## src/rtl/adc_pkt_pkg.sv

```systemverilog
`default_nettype none
// ----------------------------------------------------------------------------
// adc_pkt_pkg: constants, FSM encoding and header layout for adc_axis_packetizer
// Rev 1.0
// ----------------------------------------------------------------------------
package adc_pkt_pkg;

  localparam logic [15:0] PKT_MAGIC      = 16'hA5C3;
  localparam int          HDR_BEATS      = 2;
  localparam int          FLAG_CKSUM_BIT = 0;

  localparam int HDR_MAGIC_LSB = 48;
  localparam int HDR_SEQ_LSB   = 32;
  localparam int HDR_LEN_LSB   = 16;
  localparam int HDR_FLAGS_LSB = 0;

  localparam logic [2:0] ST_IDLE    = 3'd0;
  localparam logic [2:0] ST_HDR0    = 3'd1;
  localparam logic [2:0] ST_HDR1    = 3'd2;
  localparam logic [2:0] ST_PAYLOAD = 3'd3;
  localparam logic [2:0] ST_PAD     = 3'd4;
  localparam logic [2:0] ST_TRL     = 3'd5;

  function automatic logic [63:0] build_hdr0(input logic [15:0] seq,
                                             input logic [15:0] len,
                                             input logic [7:0]  flags);
    logic [63:0] h;
    h = '0;
    h[HDR_MAGIC_LSB +: 16] = PKT_MAGIC;
    h[HDR_SEQ_LSB   +: 16] = seq;
    h[HDR_LEN_LSB   +: 16] = len;
    h[HDR_FLAGS_LSB +: 8]  = flags;
    return h;
  endfunction

endpackage
`default_nettype wire

```

## src/rtl/axis_skid_buffer.sv

```systemverilog
`default_nettype none
// ----------------------------------------------------------------------------
// axis_skid_buffer: 2-entry registered AXI-Stream stage (data/last/user)
// Rev 1.0
// ----------------------------------------------------------------------------
module axis_skid_buffer #(
  parameter int DATA_WIDTH = 64
) (
  input  logic                  clk,
  input  logic                  rst_n,
  input  logic                  in_valid_i,
  output logic                  in_ready_o,
  input  logic [DATA_WIDTH-1:0] in_data_i,
  input  logic                  in_last_i,
  input  logic                  in_user_i,
  output logic                  out_valid_o,
  input  logic                  out_ready_i,
  output logic [DATA_WIDTH-1:0] out_data_o,
  output logic                  out_last_o,
  output logic                  out_user_o,
  output logic                  empty_o
);

  localparam int W = DATA_WIDTH + 2;

  logic [W-1:0] out_q, skid_q;
  logic         out_vld_q, skid_vld_q;
  logic         in_fire, out_load;

  // Ready depends only on the skid register, so it never sees out_ready_i.
  assign in_ready_o = ~skid_vld_q;
  assign in_fire    = in_valid_i & ~skid_vld_q;
  assign out_load   = ~out_vld_q | out_ready_i;

  always_ff @(posedge clk or negedge rst_n) begin
    if (!rst_n) begin
      out_q      <= '0;
      skid_q     <= '0;
      out_vld_q  <= 1'b0;
      skid_vld_q <= 1'b0;
    end else if (out_load) begin
      if (skid_vld_q) begin
        out_q      <= skid_q;
        out_vld_q  <= 1'b1;
        skid_vld_q <= 1'b0;
      end else begin
        out_vld_q <= in_fire;
        if (in_fire) out_q <= {in_user_i, in_last_i, in_data_i};
      end
    end else if (in_fire) begin
      skid_q     <= {in_user_i, in_last_i, in_data_i};
      skid_vld_q <= 1'b1;
    end
  end

  assign out_valid_o = out_vld_q;
  assign out_data_o  = out_q[DATA_WIDTH-1:0];
  assign out_last_o  = out_q[DATA_WIDTH];
  assign out_user_o  = out_q[DATA_WIDTH+1];
  assign empty_o     = ~out_vld_q & ~skid_vld_q;

endmodule
`default_nettype wire

```

## src/rtl/adc_axis_packetizer.sv

```systemverilog
`default_nettype none
// ----------------------------------------------------------------------------
// adc_axis_packetizer: frames the 64-bit ADC stream into headered, padded packets.
// Optional checksum trailer: define ADC_PKT_CHECKSUM_EN.          Rev 1.0
// ----------------------------------------------------------------------------
module adc_axis_packetizer
  import adc_pkt_pkg::*;
#(
  parameter int DATA_WIDTH    = 64,
  parameter int LEN_WIDTH     = 16,
  parameter int TS_WIDTH      = 48,
  parameter int MAX_PKT_WORDS = 1024
) (
  input  logic                    aclk,
  input  logic                    aresetn,
  input  logic [DATA_WIDTH-1:0]   s_axis_tdata,
  input  logic                    s_axis_tvalid,
  input  logic                    s_axis_tlast,
  output logic                    s_axis_tready,
  output logic [DATA_WIDTH-1:0]   m_axis_tdata,
  output logic [DATA_WIDTH/8-1:0] m_axis_tkeep,
  output logic                    m_axis_tvalid,
  output logic                    m_axis_tlast,
  output logic                    m_axis_tuser,
  input  logic                    m_axis_tready,
  input  logic                    cfg_enable,
  input  logic [LEN_WIDTH-1:0]    cfg_pkt_len,
  output logic [LEN_WIDTH-1:0]    stat_seq,
  output logic [31:0]             stat_pkt_count,
  output logic                    stat_busy
);

`ifdef ADC_PKT_CHECKSUM_EN
  localparam logic CKSUM_EN = 1'b1;
`else
  localparam logic CKSUM_EN = 1'b0;
`endif

  localparam logic [7:0]           HDR_FLAGS = CKSUM_EN ? (8'd1 << FLAG_CKSUM_BIT) : 8'd0;
  localparam logic [LEN_WIDTH-1:0] MAX_LEN   = LEN_WIDTH'(MAX_PKT_WORDS);
  localparam logic [LEN_WIDTH-1:0] ONE       = LEN_WIDTH'(1);

  logic [2:0]            state_q, state_d;
  logic [LEN_WIDTH-1:0]  len_q, len_d, wcnt_q, wcnt_d, vcnt_q, vcnt_d, seq_q;
  logic [TS_WIDTH-1:0]   ts_q, ts_lat_q, ts_lat_d;
  logic [31:0]           xor_q, xor_d, pkt_cnt_q;

  logic                  sk_valid, sk_ready, sk_last, sk_user, sk_empty;
  logic [DATA_WIDTH-1:0] sk_data;
  logic [LEN_WIDTH-1:0]  wcnt_inc;
  logic                  at_end, last_fire;

  assign wcnt_inc  = wcnt_q + ONE;
  assign at_end    = (wcnt_inc == len_q);
  assign last_fire = m_axis_tvalid & m_axis_tready & m_axis_tlast;

  always_comb begin
    state_d       = state_q;
    len_d         = len_q;
    ts_lat_d      = ts_lat_q;
    wcnt_d        = wcnt_q;
    vcnt_d        = vcnt_q;
    xor_d         = xor_q;
    sk_valid      = 1'b0;
    sk_data       = '0;
    sk_last       = 1'b0;
    sk_user       = 1'b0;
    s_axis_tready = 1'b0;
    case (state_q)
      ST_IDLE: begin
        // Waiting for the output stage to drain keeps seq_q current for the next header.
        if (cfg_enable && s_axis_tvalid && sk_empty) begin
          state_d  = ST_HDR0;
          len_d    = (cfg_pkt_len == '0 || cfg_pkt_len > MAX_LEN) ? MAX_LEN : cfg_pkt_len;
          ts_lat_d = ts_q;
        end
      end
      ST_HDR0: begin
        sk_valid = 1'b1;
        sk_data  = build_hdr0(seq_q, len_q, HDR_FLAGS);
        if (sk_ready) state_d = ST_HDR1;
      end
      ST_HDR1: begin
        sk_valid = 1'b1;
        sk_data  = {{(DATA_WIDTH-TS_WIDTH){1'b0}}, ts_lat_q};
        if (sk_ready) begin
          state_d = ST_PAYLOAD;
          wcnt_d  = '0;
          vcnt_d  = '0;
          xor_d   = '0;
        end
      end
      ST_PAYLOAD: begin
        s_axis_tready = sk_ready;
        sk_valid      = s_axis_tvalid;
        sk_data       = s_axis_tdata;
        sk_last       = ~CKSUM_EN & at_end;
        if (s_axis_tvalid && sk_ready) begin
          wcnt_d = wcnt_inc;
          vcnt_d = vcnt_q + ONE;
          xor_d  = xor_q ^ s_axis_tdata[63:32] ^ s_axis_tdata[31:0];
          if (at_end)            state_d = CKSUM_EN ? ST_TRL : ST_IDLE;
          else if (s_axis_tlast) state_d = ST_PAD;
        end
      end
      ST_PAD: begin
        sk_valid = 1'b1;
        sk_user  = 1'b1;
        sk_last  = ~CKSUM_EN & at_end;
        if (sk_ready) begin
          wcnt_d = wcnt_inc;
          if (at_end) state_d = CKSUM_EN ? ST_TRL : ST_IDLE;
        end
      end
      ST_TRL: begin
        sk_valid = 1'b1;
        sk_data  = {16'h0000, vcnt_q[15:0], xor_q};
        sk_last  = 1'b1;
        if (sk_ready) state_d = ST_IDLE;
      end
      default: state_d = ST_IDLE;
    endcase
  end

  always_ff @(posedge aclk or negedge aresetn) begin
    if (!aresetn) begin
      state_q   <= ST_IDLE;
      len_q     <= '0;
      ts_q      <= '0;
      ts_lat_q  <= '0;
      wcnt_q    <= '0;
      vcnt_q    <= '0;
      xor_q     <= '0;
      seq_q     <= '0;
      pkt_cnt_q <= '0;
    end else begin
      state_q  <= state_d;
      len_q    <= len_d;
      ts_q     <= ts_q + TS_WIDTH'(1);
      ts_lat_q <= ts_lat_d;
      wcnt_q   <= wcnt_d;
      vcnt_q   <= vcnt_d;
      xor_q    <= xor_d;
      if (last_fire) begin
        seq_q <= seq_q + ONE;
        if (pkt_cnt_q != 32'hFFFF_FFFF) pkt_cnt_q <= pkt_cnt_q + 32'd1;
      end
    end
  end

  axis_skid_buffer #(
    .DATA_WIDTH (DATA_WIDTH)
  ) u_out (
    .clk         (aclk),
    .rst_n       (aresetn),
    .in_valid_i  (sk_valid),
    .in_ready_o  (sk_ready),
    .in_data_i   (sk_data),
    .in_last_i   (sk_last),
    .in_user_i   (sk_user),
    .out_valid_o (m_axis_tvalid),
    .out_ready_i (m_axis_tready),
    .out_data_o  (m_axis_tdata),
    .out_last_o  (m_axis_tlast),
    .out_user_o  (m_axis_tuser),
    .empty_o     (sk_empty)
  );

  assign m_axis_tkeep   = {(DATA_WIDTH/8){m_axis_tvalid}};
  assign stat_seq       = seq_q;
  assign stat_pkt_count = pkt_cnt_q;
  assign stat_busy      = (state_q != ST_IDLE);

endmodule
`default_nettype wire

```

## config.mk

```make
export PLATFORM = sky130hd
export DESIGN_NAME = adc_axis_packetizer
export DESIGN_NICKNAME = d
export VERILOG_FILES = /design/src/rtl/adc_pkt_pkg.sv /design/src/rtl/axis_skid_buffer.sv /design/src/rtl/adc_axis_packetizer.sv
export SDC_FILE = /design/constraint.sdc
export NUM_CORES = 1
export LEC_CHECK = 0
export CAP_MARGIN = 30
export CORE_UTILIZATION = 60
export DETAILED_ROUTE_END_ITERATION = 8
export HOLD_SLACK_MARGIN = 0.02
export PLACE_DENSITY = 0.85
export SYNTH_ARGS = -nofsm -noshare
export SYNTH_HDL_FRONTEND = slang
export SYNTH_HIERARCHICAL = 1
export SYNTH_SLANG_ARGS = --single-unit
export TNS_END_PERCENT = 100
```

## constraint.sdc

```tcl
create_clock -name aclk -period 5.13 [get_ports aclk]
set_input_delay 1.026 -clock aclk [delete_from_list [all_inputs] [get_ports aclk]]
set_output_delay 1.026 -clock aclk [all_outputs]
set_load 0.01 [all_outputs]
```

* After elaboration in Yosys (flattened, before gate mapping) *
Index checks and enable logic that the tools add are counted.

storage, ports and cells
  bits in writable memories = 0
  memories = 0
  logic and storage cells = 94
  memory bits (read-only) = 0
  bits in latches = 0
  bits of input ports = 86
  output and inout port bits = 125
  register bits = 361

cells by class
  reductions and logical operators = 20
  muxes and demuxes = 30
  magnitude comparators = 1
  div/mod/pow operators = 0
  bitwise logic cells = 10
  shift operators = 0
  eq/ne operators = 15
  $mul = 0
  add/sub/neg operators = 5

operator list
  cell                   count
  $pmux 64 s4            1
  $mux 66                2
  $mux 16                5
  $mux 32                2
  $pmux 32 s2            1
  $xor 32x32->32         2
  $add 16x1->16 const B  3
  $add 48x1->48 const B  1
  $pmux 16 s3            1
  $add 32x1->32 const B  1
  $ne 32x32->1 const B   1
  $pmux 16 s2            1
  $mux 3                 9
  $pmux 3 s6             1
  $eq 16x16->1           1
  $gt 16x11->1 const B   1
  $logic_not 16->1       1
  $ne 2x2->1 const B     7
  $reduce_and 2->1       4
  $reduce_and 8->1       1
  $eq 3x2->1 const B     2
  $eq 3x3->1 const B     2
  $reduce_bool 2->1      3
  $reduce_bool 3->1      2
  other kinds (14)       26

* Longest topological paths before layout *
  word-level depth = 6
  gate-level depth with buffers = 13
  gate-level depth less buffers = 10

* Cells and area by module *
Netlist, hierarchy kept.

modules (own cells, without submodules)
  module               instances  cells an instance  area each (µm²)
  adc_axis_packetizer  1          1,285              11,696.2
  axis_skid_buffer     1          362                5,838.1

* Worst setup path before layout *
No wires, ideal clock.

  path kind = reg2reg
  start point = reg wcnt_q[0]
  end point = reg u_out.out_q[64]
  period minus slack after synthesis = 2,953 ps
  arrival time = 2,888 ps
  slack = 2,177 ps
  stages on the path, launching flop included = 11
  cell sequence = dfrtp_1 ha_1 nand4_1 nor3_1 xnor2_1 nand4_1 or4b_4 o41a_1 o2bb2ai_1 mux2_2 mux2_2

between the ends
  cells in the longest elaborated chain, start to end = 5

ends and longest elaborated chain
  element                   line                        text
  start: declaration        adc_axis_packetizer.sv:44   logic [LEN_WIDTH-1:0] len_q, len_d, wcnt_q, wcnt_d, vcnt_q, vcnt_d, seq_q;
  start signal: assignment  adc_axis_packetizer.sv:141  wcnt_q <= wcnt_d;
  $add 16x1->16             adc_axis_packetizer.sv:53   assign wcnt_inc = wcnt_q + ONE;
  $eq 16x16->1              adc_axis_packetizer.sv:54   assign at_end = (wcnt_inc == len_q);
  $pmux 1 s2                adc_axis_packetizer.sv:69   case (state_q)
  net sk_last               adc_axis_packetizer.sv:48   logic sk_valid, sk_ready, sk_last, sk_user, sk_empty;
  $mux 66                   axis_skid_buffer.sv:48      if (in_fire) out_q <= {in_user_i, in_last_i, in_data_i};
  $mux 66                   axis_skid_buffer.sv:42      if (skid_vld_q) begin
  end signal: assignment    axis_skid_buffer.sv:43      out_q <= skid_q;
  end signal: assignment    axis_skid_buffer.sv:48
  end: declaration          axis_skid_buffer.sv:26      logic [W-1:0] out_q, skid_q;

The timed path passes the listed nets, and every way through them passes these cells. The select of a mux whose other input is x is not followed.
A chain may end at the register's enable or synchronous reset.

* Final worst setup path *
Same ends and word-level chain as after synthesis.

==> metrics.cfg <==
[critical_path]
crit_path_start_kind = register
end_kind = register
crit_arrival_ns = 3.84
critical_path_class = reg2reg
worstReg2RegEnd = u_out/out_q[64]
cp_max_fo = 7
cp_data_required_time_ns = 5.60
rr_startpoint = wcnt_q[0]
r2r_cells = 10
rrSetupSlack_ns = 1.76

[synth]
async_flop_share = 1.00
synth_cell_types = 59
synth_top_area_frac = 0.515
yosys.area.top_type = dfrtp_1
syn_area_per_cell_sq_um = 10.6
ys.flop_type = dfrtp_1
yosys-top-cells-area = dfrtp_1, mux2_2, nand2_1
synth_edf_count = 0
ys.warnings.count = 6
synth_area_sq_mm = 0.0175
syn_inst = 1647
ys_seq_elements = 361
ys_seq_area_frac = 0.515
syn-num-nets = 1738

[routing]
wirelength_mm = 46.1
dr.pass1.iters = 5
wl_per_cell_um = 20.6
vias = 13500
vias_per_cell = 6.04
drt_iter0_markers = 1420
drcViolationCount = 0
ant_nets = 0

[min_path]
whs_path_depth = 1
min_path_type = reg2reg
min_to = u_out/skid_q[55]
hold_path_startpoint = u_out/skid_q[55]

[global_route]
grt_use_total = 0.313
grt_max_degree = 124
antenna_found_initial = 3
overflow = 0
grt_pass1_wl_mm = 74.1
first_global_vias = 13700

[outcome]
status = finished clean

[cells_and_area]
fillCellCount = 1908
drive_gt1_frac = 0.135
nNetsFinal = 1919
syn_to_final_growth_pct = 20.7
layout.cells.non_filler = 2238

[cts]
clkTransAtPathRegs_ns = 0.06
cts_buffers = 38
ctsLongestPathBuffers = 3
cts-resized-gates = 0
cts_hold_buf = 0
clkLatencyLatePin_ns = 0.53
cts_setup_buffers = 0
h-tree-depth = 2
clock_sinks = 361
clock-root-buffer = clkbuf_16
cts_tree = yes

[job]
drv_cap = 0

[power]
power.leakage_nw = 9.78
irDropWorstVdd_v = 0.000349
powerDensity_mw_per_mm2 = 485

[sta]
skew_ns = 0.0196
holdWs_ns = 0.480
fmax_mhz = 296
worstMarginPinSlew_ns = 1.04
timing.final.crit_share = 0.658
slew-limit-headroom = 0.309
final.min_clock_period_ns = 3.37
rsz0062_at_grt = false
slew_viol_final = 0
setup_viol = 0
hold_viol = 0
setup_tns_ns = 0

[floorplan]
die_w_um = 173
initial_core_util = 0.611
rows = 62
die_h_um = 173
core_sq_mm = 0.0287
pin_count = 211
fp.dieArea_sq_mm = 0.0299

[place]
portBuffers = 210
placedCellCount = 2172
gp_congestion = 0.909
place_hpwl_mm = 30.9

## power breakdown
group	total (mW)	switching [mW]	internal, mW
sequential	3.94	0.452	3.49
combinational	3.46	1.78	1.68
clock	2.86	1.13	1.73
## flip-flops by register name, summed over array words and instances (netlist names), 32 cells and up
register / flops
ts_q: 48
u_out/out_q: 66
u_out/skid_q: 66
stat_pkt_count: 32
xor_q: 32
ts_lat_q: 48
## cell usage after synthesis (all sizes together), types with 3 or more instances
cell type / count
nor4: 6
clkbuf: 47
a22oi: 64
o21ai: 110
xor2: 82
mux2: 200
nand2: 277
and3: 31
dfrtp: 361
and4: 17
nor3: 12
o31ai: 9
or2: 3
o21a: 8
nand3: 56
a31oi: 3
a21oi: 11
ha: 5
o41ai: 5
nor2: 113
nand2b: 8
and2: 9
mux2i: 16
or3: 3
nor2b: 7
xnor2: 75
inv: 14
nand4: 21
buf: 45
a22o: 10
## cells in the final DEF (no fill, tap or decap), drive strengths merged, types with 5 or more instances in the layout
cell type      synthesis  routed
clkdlybuf4s50          0     209
mux2i                 16      16
nand2                277     277
nor2b                  7       7
nand4                 21      21
buf                   45      24
xor2                  82      82
o31ai                  9       9
nand2b                 8       8
and2                   9       9
xnor2                 75      75
nor2                 113     113
inv                   14      14
nand3                 56      56
and3                  31      31
mux2                 200     200
clkinv                 0       5
a22o                  10      10
clkbuf                47      55
a21oi                 11      11
o41ai                  5       5
and4                  17      17
o21a                   8       8
dfrtp                361     361
ha                     5       5
nor3                  12      12
nor4                   6       6
a22oi                 64      64
o21ai                110     110
## layer usage
| layer | track usage | part of all wire | up-vias | routed length, um |
|---|---|---|---|---|
| met4 | 0.131 | 0.039 | 4 | 1780 |
| met2 | 0.511 | 0.49 | 589 | 22400 |
| met3 | 0.0475 | 0.065 | 119 | 3000 |
| met1 | 0.421 | 0.41 | 6737 | 18900 |
| li1 | - | - | 6064 | - |
| met5 | 0 | 0.00050 | - | 23 |
## worst max-delay path, cell delays in order (launching register included)
cell       delay, ns
dfrtp_1         0.49
ha_1            0.33
nand4_1         0.29
nor3_1          0.43
xnor2_1         0.17
nand4_1         0.11
or4b_4          0.54
nor4_1          0.45
o2bb2ai_1       0.19
mux2_2          0.17
mux2_2          0.14
## worst max path at each step
| stage | start | to | slack, ns | cells after the start |
|---|---|---|---|---|
| after floorplan | wcnt_q[0] | u_out/out_q[64] | 2.18 | 10 |
| after global placement | m_axis_tready | stat_pkt_count[31] | 1.62 | 8 |
| after detailed placement | m_axis_tready | stat_pkt_count[31] | 1.49 | 8 |
| after CTS | wcnt_q[0] | u_out/out_q[64] | 1.81 | 10 |
| after global routing | wcnt_q[0] | u_out/out_q[64] | 1.58 | 10 |
| final | wcnt_q[0] | u_out/out_q[64] | 1.76 | 10 |
## final cells by class
| class | count | area (sq um) | share of cell area |
|---|---|---|---|
| Sequential cell | 361 | 9030 | 0.427 |
| Clock buffer | 55 | 1170 | 0.0552 |
| Timing Repair Buffer | 233 | 2300 | 0.109 |
| Tap cell | 384 | 480 | 0.0227 |
| Inverter | 14 | 52.6 | 0.00248 |
| Clock inverter | 10 | 130 | 0.00615 |
| Antenna cell | 1 | 2.50 | 0.000118 |
| Multi-Input combinational cell | 1180 | 7990 | 0.377 |
## stage by stage
step	utilization	instance area [sq um]	worst slack (ns)	total power, mW
after floorplan	-	17500	2.18	6.12
after global placement	0.692	19900	1.62	7.19
after detailed placement	0.692	19900	1.49	7.36
after CTS	0.737	21200	1.81	10.3
after global routing	0.737	21200	1.58	10.7
final	0.737	21200	1.76	10.3
## cell families (layout without fill, tap and decap cells)
kind of cell             after synthesis  after routing  synth area share
adder cells (fa/ha/maj)                5              5           0.00357
XOR/XNOR                             157            157            0.0784
multiplexers                         216            216             0.138
other                                  0              1                 0
flip-flops                           361            361             0.515
buffers and inverters                106            312            0.0318
AO/OA/AOI/OAI                        231            231            0.0833
AND/OR/NAND/NOR                      571            571             0.150
Note: power is estimated with default switching activity, not from simulation.
